--- src/rtl/brush_writer_pkg.sv ---
// Shared definitions for the pixel-store write engine: color codes,
// canvas geometry and the writer state encoding.
package brush_writer_pkg;

  localparam int COLOR_BITS  = 3;
  localparam int CANVAS_BITS = 7;
  localparam int CANVAS_SIZE = 128;

  localparam logic [COLOR_BITS-1:0] BLACK   = 3'd0;
  localparam logic [COLOR_BITS-1:0] RED     = 3'd1;
  localparam logic [COLOR_BITS-1:0] GREEN   = 3'd2;
  localparam logic [COLOR_BITS-1:0] YELLOW  = 3'd3;
  localparam logic [COLOR_BITS-1:0] BLUE    = 3'd4;
  localparam logic [COLOR_BITS-1:0] MAGENTA = 3'd5;
  localparam logic [COLOR_BITS-1:0] CYAN    = 3'd6;
  localparam logic [COLOR_BITS-1:0] WHITE   = 3'd7;
  // The canvas background; a cleared pixel reads back as this code.
  localparam logic [COLOR_BITS-1:0] ERASE   = BLACK;

  typedef enum logic [1:0] {
    ST_IDLE  = 2'd0,
    ST_STAMP = 2'd1,
    ST_CLEAR = 2'd2
  } brush_state_t;

endpackage

--- src/rtl/stamp_scanner.sv ---
// Brush offset counter plus signed add-and-clip. Outputs describe the pixel
// that will be presented next, so the caller can register them directly.
module stamp_scanner #(
  parameter int RADIUS = 1,
  parameter int CBITS  = 7
) (
  input  logic               clk,
  input  logic               reset,
  input  logic               start,
  input  logic               step,
  input  logic [7:0]         cx,
  input  logic [7:0]         cy,
  output logic [2*CBITS-1:0] addr,
  output logic               in_range,
  output logic               last
);

  localparam logic signed [9:0] R     = 10'(RADIUS);
  localparam logic signed [9:0] LIMIT = 10'(2 ** CBITS);

  logic signed [9:0] dx_reg, dy_reg;
  logic signed [9:0] dx_next, dy_next;
  logic signed [9:0] px, py;

  always_comb begin
    dx_next = dx_reg;
    dy_next = dy_reg;
    if (start) begin
      dx_next = -R;
      dy_next = -R;
    end else if (step) begin
      if (dx_reg == R) begin
        dx_next = -R;
        dy_next = dy_reg + 10'sd1;
      end else begin
        dx_next = dx_reg + 10'sd1;
      end
    end
  end

  always_ff @(posedge clk or negedge reset) begin
    if (!reset) begin
      dx_reg <= '0;
      dy_reg <= '0;
    end else begin
      dx_reg <= dx_next;
      dy_reg <= dy_next;
    end
  end

  // Coordinates are zero-extended before the add so an edge stamp goes
  // negative and is clipped rather than wrapping to the far side.
  assign px       = $signed({2'b00, cx}) + dx_next;
  assign py       = $signed({2'b00, cy}) + dy_next;
  assign in_range = (px >= 10'sd0) && (px < LIMIT) && (py >= 10'sd0) && (py < LIMIT);
  assign addr     = {py[CBITS-1:0], px[CBITS-1:0]};
  assign last     = (dx_reg == R) && (dy_reg == R);

endmodule

--- src/rtl/brush_writer.sv ---
// Serializes brush stamps and canvas clears into one pixel write per clock
// on the pixel RAM write port.
module brush_writer
  import brush_writer_pkg::*;
#(
  parameter int RADIUS = 1,
  parameter int CBITS  = CANVAS_BITS
) (
  input  logic                  clk,
  input  logic                  reset,
  input  logic                  brush,
  input  logic                  clear,
  input  logic [COLOR_BITS-1:0] newColor,
  input  logic [7:0]            wx,
  input  logic [7:0]            wy,
  output logic                  ready,
  output logic                  wr_en,
  output logic [2*CBITS-1:0]    wr_addr,
  output logic [COLOR_BITS-1:0] wr_data
);

  brush_state_t          state_reg;
  logic                  ready_reg, wr_en_reg;
  logic [2*CBITS-1:0]    wr_addr_reg;
  logic [COLOR_BITS-1:0] wr_data_reg;

  logic [7:0]            cx_reg, cy_reg;
  logic [COLOR_BITS-1:0] color_reg;
  logic [7:0]            last_x_reg, last_y_reg;
  logic [COLOR_BITS-1:0] last_color_reg;
  logic                  last_valid_reg;

  logic                  duplicate, brush_go, scan_start, scan_step;
  logic [7:0]            base_x, base_y;
  logic [2*CBITS-1:0]    scan_addr;
  logic                  scan_in_range, scan_last;

  assign duplicate  = last_valid_reg && (wx == last_x_reg) && (wy == last_y_reg)
                      && (newColor == last_color_reg);
  assign brush_go   = brush && !clear && !duplicate;
  assign scan_start = (state_reg == ST_IDLE) && brush_go;
  assign scan_step  = (state_reg == ST_STAMP) && !scan_last;
  // The first stamp pixel is computed straight from the request inputs.
  assign base_x     = (state_reg == ST_IDLE) ? wx : cx_reg;
  assign base_y     = (state_reg == ST_IDLE) ? wy : cy_reg;

  stamp_scanner #(
    .RADIUS (RADIUS),
    .CBITS  (CBITS)
  ) u_scanner (
    .clk      (clk),
    .reset    (reset),
    .start    (scan_start),
    .step     (scan_step),
    .cx       (base_x),
    .cy       (base_y),
    .addr     (scan_addr),
    .in_range (scan_in_range),
    .last     (scan_last)
  );

  always_ff @(posedge clk or negedge reset) begin
    if (!reset) begin
      state_reg      <= ST_IDLE;
      ready_reg      <= 1'b1;
      wr_en_reg      <= 1'b0;
      wr_addr_reg    <= '0;
      wr_data_reg    <= '0;
      cx_reg         <= '0;
      cy_reg         <= '0;
      color_reg      <= '0;
      last_x_reg     <= '0;
      last_y_reg     <= '0;
      last_color_reg <= '0;
      last_valid_reg <= 1'b0;
    end else begin
      case (state_reg)
        ST_IDLE: begin
          if (clear) begin
            state_reg   <= ST_CLEAR;
            ready_reg   <= 1'b0;
            wr_en_reg   <= 1'b1;
            wr_addr_reg <= '0;
            wr_data_reg <= ERASE;
          end else if (brush_go) begin
            state_reg   <= ST_STAMP;
            ready_reg   <= 1'b0;
            cx_reg      <= wx;
            cy_reg      <= wy;
            color_reg   <= newColor;
            wr_en_reg   <= scan_in_range;
            wr_addr_reg <= scan_addr;
            wr_data_reg <= newColor;
          end
        end
        ST_STAMP: begin
          if (scan_last) begin
            state_reg      <= ST_IDLE;
            ready_reg      <= 1'b1;
            wr_en_reg      <= 1'b0;
            last_x_reg     <= cx_reg;
            last_y_reg     <= cy_reg;
            last_color_reg <= color_reg;
            last_valid_reg <= 1'b1;
          end else begin
            wr_en_reg   <= scan_in_range;
            wr_addr_reg <= scan_addr;
            wr_data_reg <= color_reg;
          end
        end
        ST_CLEAR: begin
          // wr_addr doubles as the clear address counter.
          if (wr_addr_reg == '1) begin
            state_reg      <= ST_IDLE;
            ready_reg      <= 1'b1;
            wr_en_reg      <= 1'b0;
            last_valid_reg <= 1'b0;
          end else begin
            wr_addr_reg <= wr_addr_reg + 1'b1;
          end
        end
        default: begin
          state_reg <= ST_IDLE;
          ready_reg <= 1'b1;
          wr_en_reg <= 1'b0;
        end
      endcase
    end
  end

  assign ready   = ready_reg;
  assign wr_en   = wr_en_reg;
  assign wr_addr = wr_addr_reg;
  assign wr_data = wr_data_reg;

endmodule
--- config.mk ---
export PLATFORM = sky130hd
export DESIGN_NAME = brush_writer
export DESIGN_NICKNAME = d
export VERILOG_FILES = /design/src/rtl/brush_writer_pkg.sv /design/src/rtl/stamp_scanner.sv /design/src/rtl/brush_writer.sv
export SDC_FILE = /design/constraint.sdc
export NUM_CORES = 1
export LEC_CHECK = 0
export CELL_PAD_IN_SITES_DETAIL_PLACEMENT = 0
export CELL_PAD_IN_SITES_GLOBAL_PLACEMENT = 2
export CORE_AREA = 2 2 121 123
export CTS_CLUSTER_SIZE = 24
export DETAILED_ROUTE_END_ITERATION = 10
export DIE_AREA = 0 0 123 125
export PLACE_DENSITY_LB_ADDON = 0.1
export SETUP_SLACK_MARGIN = 0.2
export SYNTH_ARGS = -nofsm -noshare
export SYNTH_HDL_FRONTEND = slang
export SYNTH_HIERARCHICAL = 1
export SYNTH_SLANG_ARGS = --single-unit
--- constraint.sdc ---
create_clock -name clk -period 4.6 [get_ports clk]
set_clock_uncertainty 0.2 [all_clocks]
set_input_delay 0.46 -clock clk [delete_from_list [all_inputs] [get_ports clk]]
set_output_delay 0.46 -clock clk [all_outputs]
set_load 0.1 [all_outputs]
# Word-level counts from Yosys, hierarchy flattened
# Index checks and enable logic that the tools add are counted.
word_totals:
  regBits: 80
  in_bits: 23
  out_inout_bits: 19
  elab_cells: 95
op_classes:
  n_addsub: 5
  magnitude_cmp: 4
  eq_ne: 13
  n_mux: 33
  bitwise: 1
  n_reduce_logical: 25
ops:
  columns: ["operator", "count"]
  rows:
  - ["10-bit 2-to-1 mux", 6]
  - ["14-bit 2-to-1 mux", 4]
  - ["14-bit case mux with 3 select lines", 1]
  - ["10-bit by 2-bit adder with 10-bit output (second input constant)", 2]
  - ["9-bit by 10-bit adder with 10-bit output", 2]
  - ["10-bit by 2-bit == test with 1-bit output (second input constant)", 2]
  - ["10-bit by 1-bit >= comparator with 1-bit output (second input constant)", 2]
  - ["10-bit by 9-bit less-than comparator with 1-bit output (second input constant)", 2]
  - ["8-bit == test", 2]
  - ["8-bit 2-to-1 mux", 2]
  - ["14-bit by 1-bit adder with 14-bit output (second input constant)", 1]
  - ["14-bit == test (second input constant)", 1]
  - ["3-bit AND reduction", 4]
  - ["1-bit logical AND", 11]
  - ["3-bit 2-to-1 mux", 3]
  - ["1-bit 2-to-1 mux", 8]
  - ["2-bit 2-to-1 mux", 4]
  - ["2-bit inequality test (second input constant)", 4]
  - ["1-bit case mux with 3 select lines", 2]
  - ["2-bit case mux with 3 select lines", 1]
  - ["3-bit case mux with 2 select lines", 1]
  - ["2-bit AND reduction", 2]
  - ["4-bit AND reduction", 1]
  - ["2-bit nonzero test", 2]
  - ["9 further kinds", 11]

# Logic depth before layout (Yosys ltp)
# Gate-level depths: netlist of the first run.
depth:
  depth_word: 16
  ltp_mapped: 23

# Hierarchy
# Netlist of the first run, hierarchy kept.
by_module_without_submodules:
  columns: ["module", "instances", "cells_each", "area_each_um2"]
  rows:
  - ["brush_writer", 1, 310, 3395.8]
  - ["stamp_scanner", 1, 208, 1860.5]

# Least setup slack after synthesis of the first run
# OpenSTA, ideal clock, no wires.
synth_path:
  kind: "reg2reg"
  start: "reg u_scanner.dx_reg[1]"
  end: "reg wr_en_reg (netlist: wr_en)"
  arrival_time_ps: 3821
  required_ps: 4274
  slack_ps: 453
  stages_incl_launch_ff: 23
  synth_period_minus_slack_ps: 4147
  path_cell_list: "dfrtp_1 -> inv_1 -> ha_1 -> nor3b_2 -> nand4_1 -> nor3_1 -> nor2b_1 -> buf_2 -> and4_1 -> buf_4 -> nor2_2 -> buf_2 -> nand2_1 -> ha_1 -> fa_1 -> a211oi_1 -> nor2_1 -> a21boi_0 -> o22ai_1 -> and4_1 -> a21oi_1 -> nor2_1 -> mux2_2"
synth_via:
  elab_chain_len: 14
synth_rtl:
  columns: ["element", "line_no", "text"]
  rows:
  - ["from (decl)", "stamp_scanner.sv:21", "logic signed [9:0] dx_reg, dy_reg;"]
  - ["from (signal assigned)", "stamp_scanner.sv:46", "dx_reg <= dx_next;"]
  - ["10-bit by 2-bit == test with 1-bit output (*)", "stamp_scanner.sv:57", "assign last = (dx_reg == R) && (dy_reg == R);"]
  - ["1-bit logical AND (*)", "stamp_scanner.sv:57", null]
  - ["via scan_last", "brush_writer.sv:36", "logic scan_in_range, scan_last;"]
  - ["1-bit zero test (*)", "brush_writer.sv:42", "assign scan_step = (state_reg == ST_STAMP) && !scan_last;"]
  - ["1-bit logical AND (*)", "brush_writer.sv:42", null]
  - ["via scan_step", "brush_writer.sv:33", "logic duplicate, brush_go, scan_start, scan_step;"]
  - ["10-bit 2-to-1 mux (*)", "stamp_scanner.sv:31", "end else if (step) begin"]
  - ["10-bit 2-to-1 mux (*)", "stamp_scanner.sv:28", "if (start) begin"]
  - ["via u_scanner.dx_next[0]", "stamp_scanner.sv:22", "logic signed [9:0] dx_next, dy_next;"]
  - ["9-bit by 10-bit adder with 10-bit output (*)", "stamp_scanner.sv:53", "assign px = $signed({2'b00, cx}) + dx_next;"]
  - ["10-bit by 1-bit >= comparator with 1-bit output / 10-bit by 9-bit less-than comparator with 1-bit output (equally long branches)", "stamp_scanner.sv:55", "assign in_range = (px >= 10'sd0) && (px < LIMIT) && (py >= 10'sd0) && (py < LIMIT);"]
  - ["1-bit logical AND (*) (3 in a row)", "stamp_scanner.sv:55", null]
  - ["via scan_in_range", "brush_writer.sv:36", null]
  - ["1-bit 2-to-1 mux", "brush_writer.sv:85", "end else if (brush_go) begin"]
  - ["1-bit 2-to-1 mux", "brush_writer.sv:79", "if (clear) begin"]
  - ["1-bit case mux with 3 select lines (*)", "brush_writer.sv:77", "case (state_reg)"]
  - ["to (signal assigned)", "brush_writer.sv:91", "wr_en_reg <= scan_in_range;"]
  - ["to (signal assigned)", "brush_writer.sv:106", "wr_en_reg <= scan_in_range;"]
  - ["to (decl)", "brush_writer.sv:23", "logic ready_reg, wr_en_reg;"]
# Mark *: on every way through the listed nets, which the timed path passes. The rest lies on a longest branch. The select of a mux whose other input is x is not followed.
# A chain may end at the register's enable or synchronous reset.

# Worst setup path in the final report of the first run
layout_path:
  start: "in wx[5]"
  end: "reg wr_en_reg (netlist: wr_en)"
layout_lines:
  columns: ["element", "line_no", "text"]
  rows:
  - ["from (decl)", "brush_writer.sv:14", "input logic [7:0] wx,"]
  - ["8-bit == test (*)", "brush_writer.sv:38", "assign duplicate = last_valid_reg && (wx == last_x_reg) && (wy == last_y_reg)"]
  - ["1-bit logical AND (*) (2 in a row)", "brush_writer.sv:38", null]
  - ["1-bit logical AND (*)", "brush_writer.sv:39", "&& (newColor == last_color_reg);"]
  - ["1-bit zero test (*)", "brush_writer.sv:40", "assign brush_go = brush && !clear && !duplicate;"]
  - ["1-bit logical AND (*)", "brush_writer.sv:40", null]
  - ["1-bit logical AND (*)", "brush_writer.sv:41", "assign scan_start = (state_reg == ST_IDLE) && brush_go;"]
  - ["via scan_start", "brush_writer.sv:33", null]
  - ["10-bit 2-to-1 mux (*)", "stamp_scanner.sv:28", null]
  - ["via u_scanner.dy_next[2]", "stamp_scanner.sv:22", null]
  - ["9-bit by 10-bit adder with 10-bit output (*)", "stamp_scanner.sv:54", "assign py = $signed({2'b00, cy}) + dy_next;"]
  - ["10-bit by 1-bit >= comparator with 1-bit output", "stamp_scanner.sv:55", null]
  - ["1-bit logical AND", "stamp_scanner.sv:55", null]
  - ["1-bit logical AND (*)", "stamp_scanner.sv:55", null]
  - ["via scan_in_range", "brush_writer.sv:36", null]
  - ["1-bit 2-to-1 mux", "brush_writer.sv:85", null]
  - ["1-bit 2-to-1 mux", "brush_writer.sv:79", null]
  - ["1-bit case mux with 3 select lines (*)", "brush_writer.sv:77", null]
# Marked as above.

==> summary.md, run 1 <==
| Metric | Value |
|---|---|
| Number of synthesized flops with an enable pin | 0 |
| Final Cycle Share | 0.914 |
| Net switching power of the design | 0.329 mW |
| Cells taking the most area after synthesis | sky130_fd_sc_hd__dfrtp_1, sky130_fd_sc_hd__mux2_2, sky130_fd_sc_hd__xnor2_1, sky130_fd_sc_hd__ha_1, sky130_fd_sc_hd__mux2_1 |
| Count of buffers from port buffering | 41 |
| Pin count of the biggest net entering global routing | 47 |
| Post-synth ARST share | 1.00 |
| Buffer depth of the longest clock path | 2 |
| Crit path capture type | flop |
| Syn_nets | 567 |
| Peak VDD IR | 136 uV |
| TritonCTS buffer count | 9 |
| Final cell utilization of the core | 0.453 |
| Leading cell type in the layout, fill and taps excluded | sky130_fd_sc_hd__dfrtp_1 |
| Total via count after detailed routing | 4165 |
| Combinational share of power | 0.039 |
| Die width | 123 um |
| Number of flip-flops under the largest register name | 14 |
| Longest individual stage delay on the worst path | 0.46 ns |
| Root buffer selected by CTS | sky130_fd_sc_hd__clkbuf_16 |
| Setup repair after global routing missed its margin | false |
| Post-DP Area | 0.00596 sq mm |
| Worst-margin pin slew | 1.04 ns |
| Max-cap violations | 0 |
| Detailed-router iteration count before antenna repair | 5 |
| Diode count | 0 |
| Wire length per cell | 19.3 um |
| Final count of pins violating max slew | 0 |
| Via density per instance | 5.40 |
| Sequential group share of total power | 0.467 |
| Antenna violations before repair | 0 |
| Placed wire-length estimate | 10900 um |
| Most instantiated flip-flop cell in the synthesis netlist | sky130_fd_sc_hd__dfrtp_1 |
| Hold path startpoint | wr_data[0] |
| Kind of critical path | input pin to flop |
| DRC violation total after the first TritonRoute iteration | 208 |
| Max Clock Freq | 238 MHz |
| List of cells traversed by the critical path | clkdlybuf4s50_1, xnor2_1, nand4_1, nor3_4, a21boi_2, nand2b_2, inv_1, buf_4, nand2b_1, ha_1, a211oi_2, nor2_1, o21a_1, o41a_1, xnor2_1, and4_1, a21oi_2, nor2_1, mux2_2 |
| Routability Congestion | 0.896 |
| Clock latency on the worst-skew pair | 0.34 ns |
| R2R Path Start | u_scanner/dy_reg[1] |
| Count of unresolved DRC violations after routing | 0 |
| Clock net sink count | 80 |
| Vias in the first global route | 4271 |
| Power, Total | 1.51 mW |
| Mean area per synthesized cell | 10.1 sq um |
| Area of the core | 0.0142 sq mm |
| Worst R2R Path Depth | 21 |
| Share of cells above drive strength 1 | 0.225 |
| Vertical die dimension | 125 um |
| Power density cells | 234 mW/mm^2 |
| Fin Setup TNS | 0 ns |
| Required arrival time at the worst endpoint | 4.63 ns |
| Sequential cell area fraction in the yosys report | 0.381 |
| Wirelength, routed | 14900 um |
| Clk pwr share | 0.494 |
| Slew HR | 0.300 |
| CTS tree | built |
| Reg2Reg Setup Slack | 0.50 ns |
| Total grt overflow | 0 |
| Synthesized cell area | 0.00526 sq mm |
| Final Instance Area | 0.00643 sq mm |
| Worst hold path class | flop to flop |
| Share of the synthesized area in the top cell type | 0.376 |
| Switching fraction of total power | 0.218 |
| Starting density of the core | 0.370 |
| Endpoint with the worst hold slack | wr_data[0] |
| Slowest CP cell | sky130_fd_sc_hd__clkdlybuf4s50_1 |
| Worst flop-to-flop path endpoint | wr_en |
| Overall Global Routing Usage | 0.203 |
| FF+latch count, synth | 80 |
| Count of boundary I/O pins | 42 |
| Number of warnings printed during yosys synthesis | 6 |
| Library cell with the largest summed area after synthesis | sky130_fd_sc_hd__dfrtp_1 |
| Critical path arrival | 4.24 ns |
| Antenna violation net count after detailed routing | 0 |
| Final Hold Violating Endpoints | 0 |
| Most frequent cells in the layout | sky130_fd_sc_hd__dfrtp_1, sky130_fd_sc_hd__clkdlybuf4s50_1, sky130_fd_sc_hd__mux2_2 |
| Post-synthesis cell count | 518 |
| Internal Dissipation | 1.18 mW |
| Distinct cell type count of the synthesized netlist | 67 |
| Shortest clock period the worst path allows after layout | 4.21 ns |
| Net count, final | 631 |
| Nature of the critical path startpoint | input pin |
| Leakage | 2.79 nW |
| Row Count | 44 |
| Final-layout worst hold slack | 0.295 ns |
| Peak fanout along the critical path | 11 |
| Number of cells on the worst hold path | 1 |
| Reg clk slew, reported paths | 0.06 ns |
| Result of the run | finished, final reports clean |
| Number of H-tree levels | 3 |
| Total setup violations reported at the end of the flow | 0 |
| Total die area | 0.0154 sq mm |
| First-pass GRT wire length | 23700 um |
| Area Overhead vs Synth | 22.4% |
worst max-delay path, delay by kind of cell:
kind | cells | cell delay, ns
AOI/OAI and AO/OA | 5 | 0.96
xor gates and xnor gates | 2 | 0.51
adders and majority gates | 1 | 0.24
buffers and inverters | 3 | 0.72
muxes | 1 | 0.25
and+or+nand+nor | 7 | 1.10
synth_stat cells (5+ instances only):
library cell	number
sky130_fd_sc_hd__clkbuf_1	5
sky130_fd_sc_hd__nand3_1	13
sky130_fd_sc_hd__mux2_2	36
sky130_fd_sc_hd__a21o_1	5
sky130_fd_sc_hd__nand2b_1	12
sky130_fd_sc_hd__mux2_1	19
sky130_fd_sc_hd__nor3b_1	5
sky130_fd_sc_hd__nor3_1	11
sky130_fd_sc_hd__o21a_1	7
sky130_fd_sc_hd__a21oi_2	8
sky130_fd_sc_hd__nand4_1	12
sky130_fd_sc_hd__xor2_1	11
sky130_fd_sc_hd__o21ai_1	5
sky130_fd_sc_hd__nor2_1	34
sky130_fd_sc_hd__buf_2	7
sky130_fd_sc_hd__nand2_1	33
sky130_fd_sc_hd__dfrtp_1	79
sky130_fd_sc_hd__o21ai_0	20
sky130_fd_sc_hd__xnor2_1	35
sky130_fd_sc_hd__buf_6	6
sky130_fd_sc_hd__and4_1	5
sky130_fd_sc_hd__inv_1	12
sky130_fd_sc_hd__a21oi_1	34
sky130_fd_sc_hd__ha_1	24
metrics by stage:
step                      instances  worst slack, ns
after global routing            771            0.188
after global placement          749           -0.123
after detailed placement        749           -0.141
final                           771            0.395
after CTS                       766            0.206
after floorplan                 518            0.453
timing repair:
action | 4_1_cts | 5_1_grt
hold endpoints to repair | 34 | 0
endpoints found under the setup margin | 0 | 3
resized for setup | 0 | 25
setup buffers | 0 | 5
hold buffers | 1 | 0
routing by layer:
metal	GRT usage	part of all wire	up-vias	wire, um
met5	0	0	-	0
met4	0.0809	0.028	0	418
met3	0.0297	0.031	26	465
met2	0.317	0.46	80	6810
met1	0.283	0.48	2066	7170
li1	-	-	1993	-
layout make-up:
type | count | area, sq um
clock buffers | 11 | 253
clock inverters | 5 | 55.1
fillers | 1338 | 7770
inverters | 12 | 45.0
multi-input cells | 403 | 3170
flip-flops and latches | 80 | 2000
well taps | 184 | 230
repair buffers | 76 | 677
cells by family after synthesis:
kind of cell	synth area share
AOI/OAI and AO/OA	0.142
xor gates and xnor gates	0.0766
adders and majority gates	0.0647
buffers and inverters	0.0369
DFF	0.381
muxes	0.122
and+or+nand+nor	0.177
worst max-delay path by stage:
stage	cells past startpoint	slack, ns	startpoint	to
after global routing	20	0.19	wx[2]	wr_en
after floorplan	22	0.45	u_scanner/dx_reg[1]	wr_en
after global placement	19	-0.12	wy[4]	wr_en
final	19	0.39	wx[5]	wr_en
after detailed placement	19	-0.14	wy[4]	wr_en
after CTS	19	0.21	wy[4]	wr_en
power groups by stage:
stage | Combinational (mW) | Clock [mW] | Sequential [mW]
after floorplan | 0.00988 | 0 | 0.717
after global placement | 0.0575 | 0 | 0.717
after detailed placement | 0.0575 | 0 | 0.717
after CTS | 0.0588 | 0.768 | 0.703
after global routing | 0.0640 | 0.798 | 0.703
final | 0.0584 | 0.745 | 0.704
Power figures use the tool's default switching activity.
==> inputs of run 2 (changes only) <==
--- a/config.mk
+++ b/config.mk
@@ -8,11 +8,13 @@
 export CELL_PAD_IN_SITES_DETAIL_PLACEMENT = 0
 export CELL_PAD_IN_SITES_GLOBAL_PLACEMENT = 2
 export CORE_AREA = 2 2 121 123
+export CTS_CLUSTER_DIAMETER = 30
 export CTS_CLUSTER_SIZE = 24
 export DETAILED_ROUTE_END_ITERATION = 10
 export DIE_AREA = 0 0 123 125
 export PLACE_DENSITY_LB_ADDON = 0.1
 export SETUP_SLACK_MARGIN = 0.2
+export SLEW_MARGIN = 40
 export SYNTH_ARGS = -nofsm -noshare
 export SYNTH_HDL_FRONTEND = slang
 export SYNTH_HIERARCHICAL = 1
==> run 2 against run 1 <==
Effect of this change: setup slack improved by 0.018 ns; die area unchanged; critical path depth increased by 2; clock power decreased by 5.8%; global-route usage about the same; cell count decreased by 0.26%; critical path type is now flop to flop; largest power group is now registers.
==> summary.md, run 2 (synthesis gave the netlist of run 1 again) <==
| Metric | Value |
|---|---|
| Result of the run | finished, final reports clean |
| Share of cells above drive strength 1 | 0.243 |
| Sequential cell area | 0.00200 sq mm |
| Clock latency on the worst-skew pair | 0.34 ns |
| Filler instances | 1370 |
| Met1 Wirelength | 7000 um |
| Final-layout worst hold slack | 0.289 ns |
| R2R Path Start | u_scanner/dy_reg[1] |
| Sequential group share of total power | 0.481 |
| Wirelength, routed | 14800 um |
| Wire length per cell | 19.2 um |
| Diode count | 0 |
| Placed wire-length estimate | 10900 um |
| Crit path capture type | flop |
| DRC violation total after the first TritonRoute iteration | 185 |
| Pin count of the biggest net entering global routing | 47 |
| Vias in the first global route | 4263 |
| Total grt overflow | 0 |
| Via density per instance | 5.37 |
| Final Hold Violating Endpoints | 0 |
| Final count of pins violating max slew | 0 |
| Max-cap violations | 0 |
| Leading cell type in the layout, fill and taps excluded | sky130_fd_sc_hd__dfrtp_1 |
| Vertical die dimension | 125 um |
| Buffer depth of the longest clock path | 2 |
| Required arrival time at the worst endpoint | 4.63 ns |
| Fin Setup TNS | 0 ns |
| Peak fanout along the critical path | 6 |
| TritonCTS buffer count | 9 |
| Detailed-routed wire length on met2 | 6880 um |
| Detailed-router iteration count before antenna repair | 4 |
| Count of unresolved DRC violations after routing | 0 |
| Number of H-tree levels | 3 |
| Met3 WL post-DR | 525 um |
| Area Overhead vs Synth | 19.5% |
| Final Cycle Share | 0.910 |
| Area of the core | 0.0142 sq mm |
| Die width | 123 um |
| Routability Congestion | 0.896 |
| List of cells traversed by the critical path | inv_1, ha_1, nor4b_4, nand4_1, nor3_2, buf_4, nor2b_4, and4_4, nor2_2, a21oi_1, or2_1, ha_1, a211oi_2, nor2_1, o21a_1, o41a_1, xnor2_1, and4_1, a21oi_1, nor2_1, mux2_2 |
| Non-filler instance count after layout | 769 |
| Nature of the critical path startpoint | flop |
| Shortest clock period the worst path allows after layout | 4.19 ns |
| Critical path arrival | 4.21 ns |
| Endpoint with the worst hold slack | wr_data[0] |
| Slowest CP cell | sky130_fd_sc_hd__dfrtp_1 |
| Internal Dissipation | 1.15 mW |
| Number of cells on the worst hold path | 1 |
| Combinational share of power | 0.040 |
| Most frequent cells in the layout | sky130_fd_sc_hd__dfrtp_1, sky130_fd_sc_hd__mux2_2, sky130_fd_sc_hd__a21oi_1 |
| Count of boundary I/O pins | 42 |
| Multi-input gate area in the final layout | 0.00316 sq mm |
| Total die area | 0.0154 sq mm |
| Worst R2R Path Depth | 21 |
| Net count, final | 629 |
| Uppermost metal layer occupied by signal nets | met4 |
| Overall Global Routing Usage | 0.203 |
| Number of flip-flops under the largest register name | 14 |
| Worst flop-to-flop path endpoint | wr_en |
| Net switching power of the design | 0.316 mW |
| Antenna violation net count after detailed routing | 0 |
| Final Worst Setup Slack | 0.412 ns |
| Row Count | 44 |
| Count of buffers from port buffering | 41 |
| Clock net sink count | 80 |
| Power density cells | 233 mW/mm^2 |
| Reg clk slew, reported paths | 0.06 ns |
| Switching fraction of total power | 0.216 |
| Root buffer selected by CTS | sky130_fd_sc_hd__clkbuf_16 |
| First-pass GRT wire length | 23700 um |
| Clk pwr share | 0.480 |
| Number of instances in the placed design | 749 |
| Slew HR | 0.480 |
| Kind of critical path | flop to flop |
| Worst-margin pin slew | 0.778 ns |
| Total via count after detailed routing | 4129 |
| Total setup violations reported at the end of the flow | 0 |
| Starting density of the core | 0.370 |
| Peak VDD IR | 132 uV |
| Worst hold path class | flop to flop |
| Antenna violations before repair | 0 |
| Max Clock Freq | 239 MHz |
| Post-place setup slack | -0.143 ns |
| Setup repair after global routing missed its margin | false |
| Leakage | 2.80 nW |
| Final cell utilization of the core | 0.442 |
| Hold path startpoint | wr_data[0] |
| CTS tree | built |
| Longest individual stage delay on the worst path | 0.42 ns |
| Reg2Reg Setup Slack | 0.41 ns |
run 2: changes by cell type in the layout (fill, tap and decap cells not counted), sizes merged:
cell           before  now
clkdlybuf4s50      40   21
buf                35   52
clkinvlp            2    0
clkbuf             11   12
clkinv              2    3
run 2: metrics by stage:
stage | power [mW] | area (sq um)
floorplan | 0.727 | 5260
global placement | 0.774 | 5960
detailed placement | 0.774 | 5870
CTS | 1.49 | 6160
global route | 1.52 | 6280
finish | 1.46 | 6280
run 2: cell type report:
cell class | instances | area share
well taps | 184 | 0.0366
clock buffers | 12 | 0.0376
repair buffers | 74 | 0.0902
multi-input cells | 403 | 0.502
flip-flops and latches | 80 | 0.319
clock inverters | 4 | 0.00717
inverters | 12 | 0.00717
run 2: how the worst max path moves through the flow:
stage                        startpoint     to  slack (ns)  depth (start not counted)
finish              u_scanner/dy_reg[1]  wr_en        0.41                         21
global placement                  wy[4]  wr_en       -0.12                         19
global route        u_scanner/dy_reg[1]  wr_en        0.16                         22
floorplan           u_scanner/dx_reg[1]  wr_en        0.45                         22
detailed placement                wy[4]  wr_en       -0.14                         19
CTS                               wy[4]  wr_en        0.20                         19
run 2: layer usage:
metal,GRT usage,up-vias
li1,-,1999
met2,0.323,75
met1,0.281,2034
met3,0.0297,21
met4,0.0695,0
met5,0,-
run 2: what timing repair did:
action,in CTS,in global routing
gates resized for setup,0,20
buffers inserted,0,3
hold buffers,1,0
hold endpoints to repair,34,0
endpoints found under the setup margin,0,3
run 2: power groups by stage:
stage	logic, mW	clock network (mW)	registers (mW)
after floorplan	0.00988	0	0.717
after global placement	0.0575	0	0.717
after detailed placement	0.0576	0	0.717
after CTS	0.0589	0.725	0.704
after global routing	0.0640	0.757	0.703
final	0.0581	0.702	0.704
run 2: worst max-delay path: cells and delay by family (launching register included):
kind	cells	cell delay [ns]
compound gates	5	0.88
buf+inv	2	0.23
flops	1	0.42
simple gates	10	1.49
xor+xnor	1	0.13
fa+ha+maj	2	0.46
mux	1	0.25
==> inputs of run 3 (changes only) <==
--- a/config.mk
+++ b/config.mk
@@ -9,7 +9,6 @@
 export CELL_PAD_IN_SITES_GLOBAL_PLACEMENT = 2
 export CORE_AREA = 2 2 121 123
 export CTS_CLUSTER_DIAMETER = 30
-export CTS_CLUSTER_SIZE = 24
 export DETAILED_ROUTE_END_ITERATION = 10
 export DIE_AREA = 0 0 123 125
 export PLACE_DENSITY_LB_ADDON = 0.1
==> results of run 3 <==
Final layout, timing and power as in run 2 (identical DEF).
